<file path="config.mk">
export PLATFORM = sky130hd
export DESIGN_NAME = vga_rect_layer_flat
export DESIGN_NICKNAME = d
export VERILOG_FILES = /design/src/rtl/vga_rect_layer_if.sv /design/src/rtl/vga_rect_layer.sv /design/src/flat_wrapper.sv
export SDC_FILE = /design/constraint.sdc
export NUM_CORES = 1
export LEC_CHECK = 0
export BUFFER_PORTS_ARGS = -buffer_cell sky130_fd_sc_hd__buf_2
export CAP_MARGIN = 20
export CORE_AREA = 2 2 228 230
export CTS_BUF_LIST = sky130_fd_sc_hd__clkbuf_8
export DETAILED_ROUTE_END_ITERATION = 12
export DIE_AREA = 0 0 230 232
export GPL_ROUTABILITY_DRIVEN = 0
export PLACE_DENSITY = 0.72
export RECOVER_POWER = 50
export SYNTH_ARGS = -nofsm -noshare
export SYNTH_HDL_FRONTEND = slang
export SYNTH_SLANG_ARGS = --single-unit
</file>
<file path="constraint.sdc">
create_clock -name clk -period 4.3 [get_ports clk]
set_input_delay 0.43 -clock clk [delete_from_list [all_inputs] [get_ports clk]]
set_output_delay 0.43 -clock clk [all_outputs]
set_load 0.1 [all_outputs]
</file>
<file path="src/rtl/vga_rect_layer_if.sv">
// Bus bundle for the rectangle overlay layer: shadow-register write port,
// pixel stream in, and the registered per-pixel overlay result out.
interface vga_rect_layer_if #(
    parameter int unsigned NUM_RECTS = 4,
    parameter int unsigned COORD_W   = 11,
    parameter int unsigned COLOR_W   = 9
);
    localparam int unsigned IDX_W = $clog2(NUM_RECTS);

    logic                   wr_en;
    logic [IDX_W-1:0]       wr_idx;
    logic [1:0]             wr_field;
    logic [2*COORD_W-1:0]   wr_data;
    logic                   frame_start;
    logic                   pix_valid;
    logic [COORD_W-1:0]     x;
    logic [COORD_W-1:0]     y;
    logic                   out_valid;
    logic                   show;
    logic [COLOR_W-1:0]     color_out;
    logic [IDX_W-1:0]       hit_idx;

    modport master (
        output wr_en, wr_idx, wr_field, wr_data, frame_start, pix_valid, x, y,
        input  out_valid, show, color_out, hit_idx
    );

    modport slave (
        input  wr_en, wr_idx, wr_field, wr_data, frame_start, pix_valid, x, y,
        output out_valid, show, color_out, hit_idx
    );
endinterface

</file>
<file path="src/rtl/vga_rect_layer.sv">
// Rectangle overlay: double-buffered rectangle slots committed at frame start,
// two-stage hit-test pipeline with lowest-index priority.
module vga_rect_layer #(
    parameter int unsigned NUM_RECTS = 4,
    parameter int unsigned COORD_W   = 11,
    parameter int unsigned COLOR_W   = 9
) (
    input  logic              clk,
    input  logic              rst,
    vga_rect_layer_if.slave   bus
);
    localparam int unsigned IDX_W = $clog2(NUM_RECTS);
    localparam int unsigned SW    = COORD_W + 2;

    typedef struct packed {
        logic [COORD_W-1:0] cx;
        logic [COORD_W-1:0] cy;
        logic [COORD_W-1:0] w;
        logic [COORD_W-1:0] h;
        logic [COLOR_W-1:0] colour;
        logic               en;
    } slot_t;

    slot_t                shadow [NUM_RECTS];
    slot_t                active [NUM_RECTS];

    logic [NUM_RECTS-1:0] hit_c;
    logic [NUM_RECTS-1:0] hit_q;
    logic [COLOR_W-1:0]   colour_q [NUM_RECTS];
    logic                 valid_q;

    logic                 win_c;
    logic [IDX_W-1:0]     win_idx_c;
    logic [COLOR_W-1:0]   win_col_c;

    logic                 out_valid_q;
    logic                 show_q;
    logic [COLOR_W-1:0]   color_q;
    logic [IDX_W-1:0]     hit_idx_q;

    // Strict inside test on signed bounds wide enough that edges never wrap.
    function automatic logic slot_hit(slot_t s, logic [COORD_W-1:0] px, logic [COORD_W-1:0] py);
        logic signed [SW-1:0] l, r, t, b, sx, sy;
        sx = $signed(SW'(px));
        sy = $signed(SW'(py));
        l  = $signed(SW'(s.cx)) - $signed(SW'(s.w >> 1));
        r  = $signed(SW'(s.cx)) + $signed(SW'(s.w >> 1));
        t  = $signed(SW'(s.cy)) - $signed(SW'(s.h >> 1));
        b  = $signed(SW'(s.cy)) + $signed(SW'(s.h >> 1));
        return s.en && (s.w >= COORD_W'(2)) && (s.h >= COORD_W'(2)) &&
               (sx > l) && (sx < r) && (sy > t) && (sy < b);
    endfunction

    // Shadow writes and frame-start commit; commit samples pre-write shadow.
    always_ff @(posedge clk or negedge rst) begin
        if (!rst) begin
            for (int i = 0; i < int'(NUM_RECTS); i++) begin
                shadow[i] <= '0;
                active[i] <= '0;
            end
        end else begin
            if (bus.frame_start) begin
                for (int i = 0; i < int'(NUM_RECTS); i++) begin
                    active[i] <= shadow[i];
                end
            end
            if (bus.wr_en) begin
                for (int i = 0; i < int'(NUM_RECTS); i++) begin
                    if (bus.wr_idx == IDX_W'(i)) begin
                        case (bus.wr_field)
                            2'd0: begin
                                shadow[i].cx <= bus.wr_data[2*COORD_W-1:COORD_W];
                                shadow[i].cy <= bus.wr_data[COORD_W-1:0];
                            end
                            2'd1: begin
                                shadow[i].w <= bus.wr_data[2*COORD_W-1:COORD_W];
                                shadow[i].h <= bus.wr_data[COORD_W-1:0];
                            end
                            2'd2: shadow[i].colour <= bus.wr_data[COLOR_W-1:0];
                            2'd3: shadow[i].en     <= bus.wr_data[0];
                        endcase
                    end
                end
            end
        end
    end

    always_comb begin
        hit_c = '0;
        for (int i = 0; i < int'(NUM_RECTS); i++) begin
            hit_c[i] = slot_hit(active[i], bus.x, bus.y);
        end
    end

    // Stage 1 also snapshots colours so a commit mid-pipeline cannot recolour a pixel.
    always_ff @(posedge clk or negedge rst) begin
        if (!rst) begin
            hit_q   <= '0;
            valid_q <= 1'b0;
            for (int i = 0; i < int'(NUM_RECTS); i++) begin
                colour_q[i] <= '0;
            end
        end else begin
            hit_q   <= hit_c;
            valid_q <= bus.pix_valid;
            for (int i = 0; i < int'(NUM_RECTS); i++) begin
                colour_q[i] <= active[i].colour;
            end
        end
    end

    // Lowest index wins: scan downward so the last assignment is the lowest hit.
    always_comb begin
        win_c     = 1'b0;
        win_idx_c = '0;
        win_col_c = '0;
        for (int i = int'(NUM_RECTS) - 1; i >= 0; i--) begin
            if (hit_q[i]) begin
                win_c     = 1'b1;
                win_idx_c = IDX_W'(i);
                win_col_c = colour_q[i];
            end
        end
    end

    always_ff @(posedge clk or negedge rst) begin
        if (!rst) begin
            out_valid_q <= 1'b0;
            show_q      <= 1'b0;
            color_q     <= '0;
            hit_idx_q   <= '0;
        end else begin
            out_valid_q <= valid_q;
            show_q      <= valid_q && win_c;
            color_q     <= (valid_q && win_c) ? win_col_c : '0;
            hit_idx_q   <= (valid_q && win_c) ? win_idx_c : '0;
        end
    end

    assign bus.out_valid = out_valid_q;
    assign bus.show      = show_q;
    assign bus.color_out = color_q;
    assign bus.hit_idx   = hit_idx_q;
endmodule

</file>
<file path="src/flat_wrapper.sv">
// flat-port wrapper written by rule: the top's interface ports become plain ports
module vga_rect_layer_flat 
#(
    parameter int unsigned NUM_RECTS = 4,
    parameter int unsigned COORD_W   = 11,
    parameter int unsigned COLOR_W   = 9
)
  (clk, rst, bus_wr_en, bus_wr_idx, bus_wr_field, bus_wr_data, bus_frame_start, bus_pix_valid, bus_x, bus_y, bus_out_valid, bus_show, bus_color_out, bus_hit_idx);
  vga_rect_layer_if #(.NUM_RECTS(NUM_RECTS), .COORD_W(COORD_W), .COLOR_W(COLOR_W)) bus_i ();
  input  logic clk;
  input  logic rst;
  input wire logic [$bits(bus_i.wr_en)-1:0] bus_wr_en;
  input wire logic [$bits(bus_i.wr_idx)-1:0] bus_wr_idx;
  input wire logic [$bits(bus_i.wr_field)-1:0] bus_wr_field;
  input wire logic [$bits(bus_i.wr_data)-1:0] bus_wr_data;
  input wire logic [$bits(bus_i.frame_start)-1:0] bus_frame_start;
  input wire logic [$bits(bus_i.pix_valid)-1:0] bus_pix_valid;
  input wire logic [$bits(bus_i.x)-1:0] bus_x;
  input wire logic [$bits(bus_i.y)-1:0] bus_y;
  output wire logic [$bits(bus_i.out_valid)-1:0] bus_out_valid;
  output wire logic [$bits(bus_i.show)-1:0] bus_show;
  output wire logic [$bits(bus_i.color_out)-1:0] bus_color_out;
  output wire logic [$bits(bus_i.hit_idx)-1:0] bus_hit_idx;
  assign bus_i.wr_en = bus_wr_en;
  assign bus_i.wr_idx = bus_wr_idx;
  assign bus_i.wr_field = bus_wr_field;
  assign bus_i.wr_data = bus_wr_data;
  assign bus_i.frame_start = bus_frame_start;
  assign bus_i.pix_valid = bus_pix_valid;
  assign bus_i.x = bus_x;
  assign bus_i.y = bus_y;
  assign bus_out_valid = bus_i.out_valid;
  assign bus_show = bus_i.show;
  assign bus_color_out = bus_i.color_out;
  assign bus_hit_idx = bus_i.hit_idx;
  vga_rect_layer #(.NUM_RECTS(NUM_RECTS), .COORD_W(COORD_W), .COLOR_W(COLOR_W)) u_core (.clk(clk), .rst(rst), .bus(bus_i));
endmodule
</file>
==> impl_metrics.csv <==
group,metric,value,unit
status,outcome,"complete, but fails checks",
status,violations,"max-capacitance violations, max-slew violations",
clocking,post_cts_buffers,0,
synthesis,synthArstFlopShare,1.00,
setup_path,crit_type,"flop to flop",
sta,final.period_utilization,0.901,
setup_path,r2r_start,"u_core.active[22]",
detailed_routing,routed_via_density,5.96,
clocking,htree_levels,3,
setup_path,cp_max_fo,4,
detailed_routing,detailroute.via_count,20300,
synthesis,synth_edf_count,0,
sta,tightest_slew,2.98,ns
setup_path,endpoint,"u_core.hit_q[3]",
clocking,cts-root-buf,"clkbuf_8",
place,hpwl,49500,um
synthesis,yosysTopAreaCell,"dfrtp_1",
sta,final_hold_viol_count,0,
clocking,cts_buffers,79,
global_routing,grt_max_degree,123,
sta,fin_setup_tns,0,ns
floorplan,initial_utilization,0.554,
finish,nets,3066,
synthesis,syn_avg_cell_area,10.8,um^2
synthesis,synthTopCellsByArea,"dfrtp_1 (42%), ha_1 (15%), mux2_2 (13%)",
synthesis,syn_inst,2608,
power_and_ir_drop,powerDensity,626,nW/um^2
setup_path,arrival,4.47,ns
setup_path,end_kind,"flop",
sta,hold_ws,0.133,ns
hold_path,hp-class,"primary input to flop",
sta,clock.fmax,258,MHz
setup_path,worstRegToRegCells,17,
finish,final_cell_mix,"dfrtp_1 (470), ha_1 (328), mux2_2 (327)",
clocking,cts.clk_slew.worst_paths,0.06,ns
sta,setup_viol,0,
place,postPlaceCellArea,29200,um^2
synthesis,synth_warnings,0,
floorplan,ioPinCount,66,
floorplan,placementRows,83,
floorplan,die_area,53400,um^2
setup_path,r2r_setup_slack,0.43,ns
finish,final_area,30800,um^2
global_routing,grt_pass1_wl,111000,um
floorplan,fp.coreArea,50900,um^2
detailed_routing,wl_per_cell,20.2,um
synthesis,syn_area,28200,um^2
clocking,clock_latency,0.69,ns
finish,layout_commonest_cell,"dfrtp_1",
synthesis,yosysUniqueCellTypes,83,
detailed_routing,wl,68800,um
clocking,cts_resized,0,
power_and_ir_drop,power_frac_comb,0.459,
clocking,cts_buffer_depth,3,
place,numPortBuffers,65,
setup_path,cp-startpoint,"u_core.active[22]",
power_and_ir_drop,seq_power_share,0.324,
sta,max-slew-margin-rel,-0.990,
sta,rsz0062_at_grt,"false",
clocking,cts_sinks,470,
finish,drive_gt1_frac,0.200,
power_and_ir_drop,p_int,11800,uW
synthesis,synth_seq_cells,470,
synthesis,seq_area_frac_synth,0.417,
global_routing,overflow,0,
finish,area_growth,9.31,%
run,max_cap_viol_count,9,
setup_path,crit_path_start_kind,"flop",
detailed_routing,ant_nets,0,
clocking,cts_hold_buf,2,
global_routing,grt_pass1_vias,20900,
power_and_ir_drop,power_switching,7530,uW
power_and_ir_drop,ir_drop,0.445,mV
clocking,cts_tree,"done",
global_routing,antenna_found_initial,8,
synthesis,synth_top_area_share,0.417,
synthesis,ys.flop_type,"dfrtp_1",
power_and_ir_drop,clkPwrFrac,0.217,
synthesis,syn_nets,3005,
detailed_routing,first_pass_iters,7,
sta,maxSlewViolCount,477,
global_routing,grt_usage,0.263,
power_and_ir_drop,leakage,0.0144,uW
setup_path,cp.required,4.90,ns
sta,fin_crit,3.87,ns
setup_path,r2r_end,"u_core.hit_q[3]",
power_and_ir_drop,switching_share,0.391,
detailed_routing,initialDrtViolationCount,1225,
sta,clock_skew,0.0369,ns
floorplan,die_h,232,um
detailed_routing,drc,0,
floorplan,die_w,230,um
==> logic make-up after synthesis <==
group	synth area share
simple gates	0.0929
compound gates	0.123
flops	0.417
fa+ha+maj	0.157
mux	0.133
buf+inv	0.0393
xor+xnor	0.0370
==> synth_stat cells, types with 7 or more instances <==
| master | instances |
|---|---|
| a2111oi_0 | 12 |
| a211o_1 | 10 |
| a211oi_1 | 29 |
| a21o_1 | 26 |
| a21oi_1 | 109 |
| a22oi_1 | 12 |
| a31oi_1 | 11 |
| buf_1 | 13 |
| clkbuf_1 | 87 |
| dfrtp_1 | 470 |
| fa_1 | 16 |
| ha_1 | 328 |
| inv_1 | 181 |
| mux2_2 | 330 |
| nand2_1 | 143 |
| nand2b_1 | 34 |
| nand3_1 | 35 |
| nand4_1 | 24 |
| nor2_1 | 113 |
| nor2b_1 | 39 |
| nor3_1 | 44 |
| nor3b_1 | 7 |
| nor4_1 | 35 |
| o211ai_1 | 16 |
| o21a_1 | 29 |
| o21ai_0 | 158 |
| o21ai_1 | 7 |
| o21bai_1 | 22 |
| o22ai_1 | 12 |
| or3_1 | 12 |
| or4_1 | 13 |
| xnor2_1 | 67 |
| xor2_1 | 52 |
==> power groups by stage <==
stage	Sequential (uW)	Clock [uW]	Combinational (uW)
after floorplan	6150	0	6670
after global placement	6240	0	8300
after detailed placement	6310	0	8720
after CTS	6240	4270	8790
after global routing	6380	4480	9930
final	6250	4180	8850
==> flip-flops by register name, indices dropped and copies added, names as in the netlist <==
name and count:
u_core.active 208, u_core.shadow 208, u_core.colour_q 36, u_core.bus.color_out 9, u_core.hit_q 4, u_core.bus.hit_idx 2, u_core.bus.out_valid 1, u_core.bus.show 1
u_core.valid_q 1
==> final cells by class <==
type | count | area (um^2)
diodes | 4 | 10.0
clock buffers | 99 | 1360
clock inverters | 43 | 317
fillers | 4136 | 20100
inverters | 182 | 683
multi-input cells | 1849 | 15300
flip-flops and latches | 470 | 11800
well taps | 680 | 851
repair buffers | 87 | 500
==> how the worst min path moves through the flow <==
stage	from	to	slack, ns	cells after the start
after global routing	bus_wr_data[11]	u_core.shadow[205]	0.12	2
after floorplan	rst	u_core.active[0]	0.13	0
after detailed placement	u_core.active[169]	u_core.colour_q[33]	0.36	0
after CTS	bus_wr_data[11]	u_core.shadow[205]	0.09	2
final	bus_wr_data[11]	u_core.shadow[205]	0.13	2
after global placement	u_core.active[115]	u_core.colour_q[24]	0.35	0
==> worst max-delay path, cell delays in order (launching register included) <==
cell and delay, ns:
dfrtp_1 0.43, ha_1 0.21, inv_1 0.06, fa_1 0.41
a21o_1 0.17, a21oi_1 0.22, nor2b_1 0.07, o21ai_1 0.18
a21oi_1 0.13, or4_1 0.49, nand3_1 0.12, ha_1 0.20
a2111oi_0 0.08, o21ai_0 0.09, a21oi_1 0.06, nor4_1 0.34
o221ai_1 0.28, a211oi_1 0.29
==> stage by stage <==
stage               setup WS, ns  power, uW  utilization  std cells
floorplan                  0.918      12800            -       2608
global placement           0.627      14500        0.573       3265
detailed placement         0.471      15000        0.573       3265
CTS                        0.498      19300        0.606       3409
global route               0.188      20800        0.605       3414
finish                     0.427      19300        0.605       3414
==> per-layer routing <==
metal,share of wire,track usage
met5,0.00058,0
met4,0.037,0.102
met3,0.047,0.0436
met2,0.47,0.430
met1,0.45,0.350
Note: power is estimated with default switching activity, not from simulation.
